## src/rtl/mips_multicycle_ctrl_pkg.sv

```systemverilog
// Shared types and encodings for the multicycle MIPS32 main control unit:
// FSM state encoding, opcode/funct values, ALU op classes, PC mux selects.
package mips_ctrl_pkg;

  localparam int unsigned OP_W    = 6;
  localparam int unsigned FUNCT_W = 6;
  localparam int unsigned STATE_W = 4;
  localparam int unsigned ALUC_W  = 3;

  typedef enum logic [STATE_W-1:0] {
    FETCH  = 4'd0,
    DECODE = 4'd1,
    MEMADR = 4'd2,
    MEMRD  = 4'd3,
    MEMWB  = 4'd4,
    MEMWR  = 4'd5,
    EXEC   = 4'd6,
    ALUWB  = 4'd7,
    BEQ    = 4'd8,
    ADDIEX = 4'd9,
    ADDIWB = 4'd10,
    JUMP   = 4'd11
  } state_t;

  typedef enum logic [1:0] {
    ALU_ADD   = 2'b00,
    ALU_SUB   = 2'b01,
    ALU_FUNCT = 2'b10
  } aluop_t;

  localparam logic [OP_W-1:0] OP_LW    = 6'b100011;
  localparam logic [OP_W-1:0] OP_SW    = 6'b101011;
  localparam logic [OP_W-1:0] OP_RTYPE = 6'b000000;
  localparam logic [OP_W-1:0] OP_BEQ   = 6'b000100;
  localparam logic [OP_W-1:0] OP_ADDI  = 6'b001000;
  localparam logic [OP_W-1:0] OP_J     = 6'b000010;

  localparam logic [FUNCT_W-1:0] FN_ADD = 6'b100000;
  localparam logic [FUNCT_W-1:0] FN_SUB = 6'b100010;
  localparam logic [FUNCT_W-1:0] FN_AND = 6'b100100;
  localparam logic [FUNCT_W-1:0] FN_OR  = 6'b100101;
  localparam logic [FUNCT_W-1:0] FN_SLT = 6'b101010;

  localparam logic [ALUC_W-1:0] ALUC_ADD = 3'b010;
  localparam logic [ALUC_W-1:0] ALUC_SUB = 3'b110;
  localparam logic [ALUC_W-1:0] ALUC_AND = 3'b000;
  localparam logic [ALUC_W-1:0] ALUC_OR  = 3'b001;
  localparam logic [ALUC_W-1:0] ALUC_SLT = 3'b111;

  // 2'b10 is not a legal PC mux select and is never driven.
  localparam logic [1:0] PCSRC_ALURES = 2'b00;
  localparam logic [1:0] PCSRC_ALUOUT = 2'b01;
  localparam logic [1:0] PCSRC_JUMP   = 2'b11;

  localparam logic [1:0] SRCB_B      = 2'b00;
  localparam logic [1:0] SRCB_FOUR   = 2'b01;
  localparam logic [1:0] SRCB_IMM    = 2'b10;
  localparam logic [1:0] SRCB_IMMSH2 = 2'b11;

endpackage

```

## src/rtl/mips_multicycle_ctrl_if.sv

```systemverilog
// Control <-> datapath bundle.
//   master: the control unit (takes op/funct/zero, drives all selects/enables)
//   slave : the datapath side (drives op/funct/zero, takes the controls)
interface mips_multicycle_ctrl_if;
  import mips_ctrl_pkg::*;

  logic [OP_W-1:0]    op;
  logic [FUNCT_W-1:0] funct;
  logic               zero;
  logic               pcen;
  logic               iord;
  logic               memwrite;
  logic               irwrite;
  logic               regdst;
  logic               memtoreg;
  logic               regwrite;
  logic               alusrca;
  logic [1:0]         alusrcb;
  logic [1:0]         pcsrc;
  logic [ALUC_W-1:0]  alucontrol;
  logic               illegal_op;
  logic [STATE_W-1:0] state_o;

  modport master (
    input  op, funct, zero,
    output pcen, iord, memwrite, irwrite, regdst, memtoreg, regwrite,
           alusrca, alusrcb, pcsrc, alucontrol, illegal_op, state_o
  );

  modport slave (
    output op, funct, zero,
    input  pcen, iord, memwrite, irwrite, regdst, memtoreg, regwrite,
           alusrca, alusrcb, pcsrc, alucontrol, illegal_op, state_o
  );
endinterface

```

## src/rtl/mips_multicycle_ctrl_alu_dec.sv

```systemverilog
// ALU decoder: maps the FSM's ALU op class plus instruction funct field to
// the 3-bit ALU control. Purely combinational.
//   aluop_i      : ADD / SUB / FUNCT
//   funct_i      : instr[5:0]
//   alucontrol_o : ALU operation select
module alu_dec
  import mips_ctrl_pkg::*;
(
  input  aluop_t              aluop_i,
  input  logic [FUNCT_W-1:0]  funct_i,
  output logic [ALUC_W-1:0]   alucontrol_o
);

  always_comb begin
    alucontrol_o = ALUC_ADD;
    case (aluop_i)
      ALU_SUB:   alucontrol_o = ALUC_SUB;
      ALU_FUNCT: begin
        // Unknown funct codes quietly fall back to add.
        case (funct_i)
          FN_SUB:  alucontrol_o = ALUC_SUB;
          FN_AND:  alucontrol_o = ALUC_AND;
          FN_OR:   alucontrol_o = ALUC_OR;
          FN_SLT:  alucontrol_o = ALUC_SLT;
          default: alucontrol_o = ALUC_ADD;
        endcase
      end
      default:   alucontrol_o = ALUC_ADD;
    endcase
  end

endmodule

```

## src/rtl/mips_multicycle_ctrl.sv

```systemverilog
// Multicycle MIPS32 main control unit. Moore FSM sequencing one instruction
// over 2-5 cycles; all controls are decoded combinationally from the state
// (plus op/funct/zero where needed). The state register is the only flop.
//   clk     : core clock, rising edge
//   reset_n : asynchronous active-low reset, clears the FSM to FETCH
//   bus     : master side of mips_multicycle_ctrl_if (op/funct/zero in,
//             mux selects, write enables, alucontrol, illegal_op, state_o out)
module mips_multicycle_ctrl
  import mips_ctrl_pkg::*;
(
  input  logic                    clk,
  input  logic                    reset_n,
  mips_multicycle_ctrl_if.master  bus
);

  state_t      state_q, state_d;
  aluop_t      aluop;
  logic        pcwrite, branch;
  logic        iord, memwrite, irwrite, regdst, memtoreg, regwrite, alusrca;
  logic        illegal;
  logic [1:0]  alusrcb, pcsrc;
  logic [ALUC_W-1:0] alucontrol;

  // State register.
  always_ff @(posedge clk or negedge reset_n) begin
    if (!reset_n) state_q <= FETCH;
    else          state_q <= state_d;
  end

  // Next state and per-state controls; selects default to their FETCH values.
  always_comb begin
    state_d  = state_q;
    iord     = 1'b0;
    alusrca  = 1'b0;
    alusrcb  = SRCB_FOUR;
    aluop    = ALU_ADD;
    pcsrc    = PCSRC_ALURES;
    irwrite  = 1'b0;
    pcwrite  = 1'b0;
    branch   = 1'b0;
    memwrite = 1'b0;
    regdst   = 1'b0;
    memtoreg = 1'b0;
    regwrite = 1'b0;
    illegal  = 1'b0;

    case (state_q)
      FETCH: begin
        irwrite = 1'b1;
        pcwrite = 1'b1;
        state_d = DECODE;
      end
      DECODE: begin
        alusrcb = SRCB_IMMSH2;
        case (bus.op)
          OP_LW, OP_SW: state_d = MEMADR;
          OP_RTYPE:     state_d = EXEC;
          OP_BEQ:       state_d = BEQ;
          OP_ADDI:      state_d = ADDIEX;
          OP_J:         state_d = JUMP;
          default: begin
            illegal = 1'b1;
            state_d = FETCH;
          end
        endcase
      end
      MEMADR: begin
        alusrca = 1'b1;
        alusrcb = SRCB_IMM;
        state_d = (bus.op == OP_SW) ? MEMWR : MEMRD;
      end
      MEMRD: begin
        iord    = 1'b1;
        state_d = MEMWB;
      end
      MEMWB: begin
        memtoreg = 1'b1;
        regwrite = 1'b1;
        state_d  = FETCH;
      end
      MEMWR: begin
        iord     = 1'b1;
        memwrite = 1'b1;
        state_d  = FETCH;
      end
      EXEC: begin
        alusrca = 1'b1;
        alusrcb = SRCB_B;
        aluop   = ALU_FUNCT;
        state_d = ALUWB;
      end
      ALUWB: begin
        regdst   = 1'b1;
        regwrite = 1'b1;
        state_d  = FETCH;
      end
      BEQ: begin
        alusrca = 1'b1;
        alusrcb = SRCB_B;
        aluop   = ALU_SUB;
        pcsrc   = PCSRC_ALUOUT;
        branch  = 1'b1;
        state_d = FETCH;
      end
      ADDIEX: begin
        alusrca = 1'b1;
        alusrcb = SRCB_IMM;
        state_d = ADDIWB;
      end
      ADDIWB: begin
        regwrite = 1'b1;
        state_d  = FETCH;
      end
      JUMP: begin
        pcsrc   = PCSRC_JUMP;
        pcwrite = 1'b1;
        state_d = FETCH;
      end
      default: state_d = FETCH;
    endcase
  end

  alu_dec u_alu_dec (
    .aluop_i      (aluop),
    .funct_i      (bus.funct),
    .alucontrol_o (alucontrol)
  );

  // Enables are gated by reset_n so nothing writes while reset is held.
  assign bus.pcen       = reset_n & (pcwrite | (branch & bus.zero));
  assign bus.irwrite    = reset_n & irwrite;
  assign bus.regwrite   = reset_n & regwrite;
  assign bus.memwrite   = reset_n & memwrite;
  assign bus.illegal_op = reset_n & illegal;
  assign bus.iord       = iord;
  assign bus.regdst     = regdst;
  assign bus.memtoreg   = memtoreg;
  assign bus.alusrca    = alusrca;
  assign bus.alusrcb    = alusrcb;
  assign bus.pcsrc      = pcsrc;
  assign bus.alucontrol = alucontrol;
  assign bus.state_o    = state_q;

endmodule

```

## src/flat_wrapper.sv

```systemverilog
// flat-port wrapper written by rule: the top's interface ports become plain ports
module mips_multicycle_ctrl_flat import mips_ctrl_pkg::*;
  (clk, reset_n, bus_op, bus_funct, bus_zero, bus_pcen, bus_iord, bus_memwrite, bus_irwrite, bus_regdst, bus_memtoreg, bus_regwrite, bus_alusrca, bus_alusrcb, bus_pcsrc, bus_alucontrol, bus_illegal_op, bus_state_o);
  mips_multicycle_ctrl_if bus_i ();
  input  logic clk;
  input  logic reset_n;
  input wire logic [$bits(bus_i.op)-1:0] bus_op;
  input wire logic [$bits(bus_i.funct)-1:0] bus_funct;
  input wire logic [$bits(bus_i.zero)-1:0] bus_zero;
  output wire logic [$bits(bus_i.pcen)-1:0] bus_pcen;
  output wire logic [$bits(bus_i.iord)-1:0] bus_iord;
  output wire logic [$bits(bus_i.memwrite)-1:0] bus_memwrite;
  output wire logic [$bits(bus_i.irwrite)-1:0] bus_irwrite;
  output wire logic [$bits(bus_i.regdst)-1:0] bus_regdst;
  output wire logic [$bits(bus_i.memtoreg)-1:0] bus_memtoreg;
  output wire logic [$bits(bus_i.regwrite)-1:0] bus_regwrite;
  output wire logic [$bits(bus_i.alusrca)-1:0] bus_alusrca;
  output wire logic [$bits(bus_i.alusrcb)-1:0] bus_alusrcb;
  output wire logic [$bits(bus_i.pcsrc)-1:0] bus_pcsrc;
  output wire logic [$bits(bus_i.alucontrol)-1:0] bus_alucontrol;
  output wire logic [$bits(bus_i.illegal_op)-1:0] bus_illegal_op;
  output wire logic [$bits(bus_i.state_o)-1:0] bus_state_o;
  assign bus_i.op = bus_op;
  assign bus_i.funct = bus_funct;
  assign bus_i.zero = bus_zero;
  assign bus_pcen = bus_i.pcen;
  assign bus_iord = bus_i.iord;
  assign bus_memwrite = bus_i.memwrite;
  assign bus_irwrite = bus_i.irwrite;
  assign bus_regdst = bus_i.regdst;
  assign bus_memtoreg = bus_i.memtoreg;
  assign bus_regwrite = bus_i.regwrite;
  assign bus_alusrca = bus_i.alusrca;
  assign bus_alusrcb = bus_i.alusrcb;
  assign bus_pcsrc = bus_i.pcsrc;
  assign bus_alucontrol = bus_i.alucontrol;
  assign bus_illegal_op = bus_i.illegal_op;
  assign bus_state_o = bus_i.state_o;
  mips_multicycle_ctrl u_core (.clk(clk), .reset_n(reset_n), .bus(bus_i));
endmodule
```

## config.mk

```make
export PLATFORM = sky130hd
export DESIGN_NAME = mips_multicycle_ctrl_flat
export DESIGN_NICKNAME = d
export VERILOG_FILES = /design/src/rtl/mips_multicycle_ctrl_pkg.sv /design/src/rtl/mips_multicycle_ctrl_if.sv /design/src/rtl/mips_multicycle_ctrl_alu_dec.sv /design/src/rtl/mips_multicycle_ctrl.sv /design/src/flat_wrapper.sv
export SDC_FILE = /design/constraint.sdc
export NUM_CORES = 1
export LEC_CHECK = 0
export ABC_AREA = 1
export BUFFER_PORTS_ARGS = -buffer_cell sky130_fd_sc_hd__buf_2
export CORE_UTILIZATION = 38
export DETAILED_ROUTE_END_ITERATION = 7
export PLACE_DENSITY = 0.74
export SKIP_LAST_GASP = 1
export SLEW_MARGIN = 10
export SYNTH_ARGS = -nofsm -noshare
export SYNTH_HDL_FRONTEND = slang
export SYNTH_SLANG_ARGS = --single-unit
```

## constraint.sdc

```tcl
create_clock -name clk -period 1.45 [get_ports clk]
set_clock_uncertainty 0.1 [all_clocks]
set_input_delay 0.29 -clock clk [delete_from_list [all_inputs] [get_ports clk]]
set_output_delay 0.29 -clock clk [all_outputs]
set_load 0.005 [all_outputs]
```

==> out/metrics.cfg <==
[synth]
synth_area_per_cell_um2=5.07
synth_top_cells_by_area=nand2_1, inv_1, dfrtp_1
synth.distinct_cells=15
synth_adder_area_share=0.0638
syn-num-nets=134
synthSimpleGateAreaFrac=0.496
synth.largest_area_cell=nand2_1
seq_area_frac_synth=0.170
postSynthCellCount=116
yosysTopAreaCellShare=0.236
synth_top_family_by_area=simple AND/OR/NAND/NOR gates
muxShareOfSynthArea=0
ys_ff_latch=4
synth-xor-area-share=0
yosys_warnings=0
synth-compound-area-share=0.0851
syn_area_um2=588

[global_route]
grt_pass1_wl_um=2480
grt_pass1_vias=648
grt_start_max_net_pins=7
grt_overflow=0
track_usage=0.239
grt_antenna_before_repair=0

[critical_path]
worstSetupEndpoint=bus_alucontrol[2]
timing.rr.start=u_core.bus.state_o[2]
critPathMaxFanout=4
r2r-end=u_core.bus.state_o[3]
crit_start=u_core.bus.state_o[1]
critPathKind=flop to primary output
critPathLaunchType=flop
crit_arrival_ps=1540
crit_chain=inv_2 -> nand2_2 -> nor2_4 -> inv_4 -> ha_4 -> a21boi_2 -> buf_2
slowest_stage=dfrtp_1
max_stage_delay_ps=420
critPathCaptureType=primary output
cp_data_required_time_ps=1060
regToRegSetupSlack_ps=70
reg2regPathDepth=7

[routing]
drtIter0Drc=16
drtAntennaViolNets=0
vias=885
avgViaCountPerCell=4.66
routedWlPerCell_um=10.1
drc=0
first_pass_iters=4
wl_um=1930

[floorplanning]
die_height_um=41.3
design.core.area_um2=1370
dieArea_um2=1710
start_util=0.430
io_pins=35
num_rows=13
die_x_um=41.3

[timing]
hold_viol=0
setup_violations=16
slew-limit-headroom=0.836
finalCritPeriodShare=1.33
min_period_ps=1930
fmax_ghz=0.518
setup_ws_ps=-481
rsz0062_at_grt=yes
slew_violations=0
worst_slew_pin_slew_ps=244

[min_path]
hp-class=input port to flop
holdPathStages=6

[place]
dpl.cell_count=183
port_buffers=34
place_area_um2=961
gp_congestion=0.798
dp_hpwl_um=1360

[final_layout]
synthToLayoutAreaGrowth_pct=86.4
fin_area_um2=1100
fin_nets=195
layout_common_cells=buf_2, nand2_1, inv_1, nor2_1, buf_4
largest_reg_flops=4
regArea_um2=101
layout_commonest_cell=buf_2
diodes=0
multi_input_area_um2=480
drive_gt1_frac=0.514
finalNonFillerCells=190
fill_cells=100

[clock_network]
cts_made_buffers=3
cts.path.max_buffers=2
root_buffer=clkbuf_4
htree_levels=1
cts.clk_slew.worst_paths_ps=40
cts.sinks=4
cts_tree=done
insertion_delay_ps=240

[pwr]
pwr_density_cell_nw_per_um2=1120
leakage_nw=0.730
irDropWorstVdd_uv=859

[run]
cap_violations=0

[outcome]
outcome=finished with violations
violations=negative setup slack

[Yosys cell counts]
| cell type | number |
|---|---|
| nand3_2 | 1 |
| a31oi_1 | 1 |
| dfrtp_1 | 4 |
| nand2_1 | 37 |
| nand2_2 | 2 |
| o22ai_1 | 1 |
| nand4_1 | 2 |
| o21ai_0 | 5 |
| a21oi_1 | 1 |
| inv_1 | 29 |
| ha_1 | 3 |
| nor2_2 | 1 |
| nand3_1 | 5 |
| a21boi_0 | 1 |
| nor2_1 | 23 |
[worst min-delay path by stage]
stage,to,slack [ps],from
6_report,u_core.bus.state_o[2],360,bus_op[1]
2_1_floorplan,u_core.bus.state_o[0],-110,reset_n
4_1_cts,u_core.bus.state_o[2],360,bus_op[1]
3_3_place_gp,u_core.bus.state_o[3],90,reset_n
3_5_place_dp,u_core.bus.state_o[2],100,reset_n
5_1_grt,u_core.bus.state_o[2],390,bus_op[1]
[through the flow]
step / worst slack (ps) / total power, mW / hold WS (ps) / setup TNS [ps] / util
after floorplan: -113 / 0.543 / -106 / -267 / -
after global placement: -178 / 0.937 / 92.1 / -829 / 0.703
after detailed placement: -218 / 0.942 / 99.1 / -1060 / 0.703
after CTS: -461 / 1.15 / 361 / -4810 / 0.750
after global routing: -565 / 1.36 / 394 / -6790 / 0.802
final: -481 / 1.23 / 361 / -5140 / 0.802
[layout make-up]
class / count / share of cell area
inverter: 29 / 0.104
clock buffer: 3 / 0.0205
sequential: 4 / 0.0925
multi-input combinational: 83 / 0.438
tap: 15 / 0.0171
timing repair buffer: 56 / 0.328
[cells by family (layout without fill, tap and decap cells)]
| group | Yosys count | after routing |
|---|---|---|
| adders and majority gates | 3 | 3 |
| AOI/OAI and AO/OA | 9 | 9 |
| DFF | 4 | 4 |
| and+or+nand+nor | 71 | 71 |
| buffers and inverters | 29 | 88 |
[report_power, final]
part / switching (mW) / total [mW] / internal (mW)
Combinational: 0.468 / 0.903 / 0.435
Sequential: 0.0375 / 0.184 / 0.147
Clock: 0.0508 / 0.144 / 0.0929
Total: 0.556 / 1.23 / 0.675
[repair_timing]
| item | in CTS | in global routing |
|---|---|---|
| hold buffers | 1 | 0 |
| pin swaps | 7 | 5 |
| endpoints found under the setup margin | 16 | 17 |
| gates resized for setup | 10 | 21 |
| gates cloned | 0 | 0 |
| hold endpoints to repair | 4 | 0 |
| setup buffers | 1 | 3 |
[per-layer routing]
| metal | vias up | track usage | share of wire |
|---|---|---|---|
| met5 | - | 0 | 0 |
| met4 | 0 | 0.194 | 0.032 |
| met3 | 6 | 0.0319 | 0.043 |
| met2 | 31 | 0.449 | 0.52 |
| met1 | 385 | 0.227 | 0.41 |
| li1 | 463 | - | - |
[critical path, delay by kind of cell (launching register included)]
family | cells | cell delay, ps
fa+ha+maj | 1 | 260
simple gates | 2 | 220
buf+inv | 3 | 270
compound gates | 1 | 140
flops | 1 | 420
No activity file was read; power rests on OpenSTA's default activity.
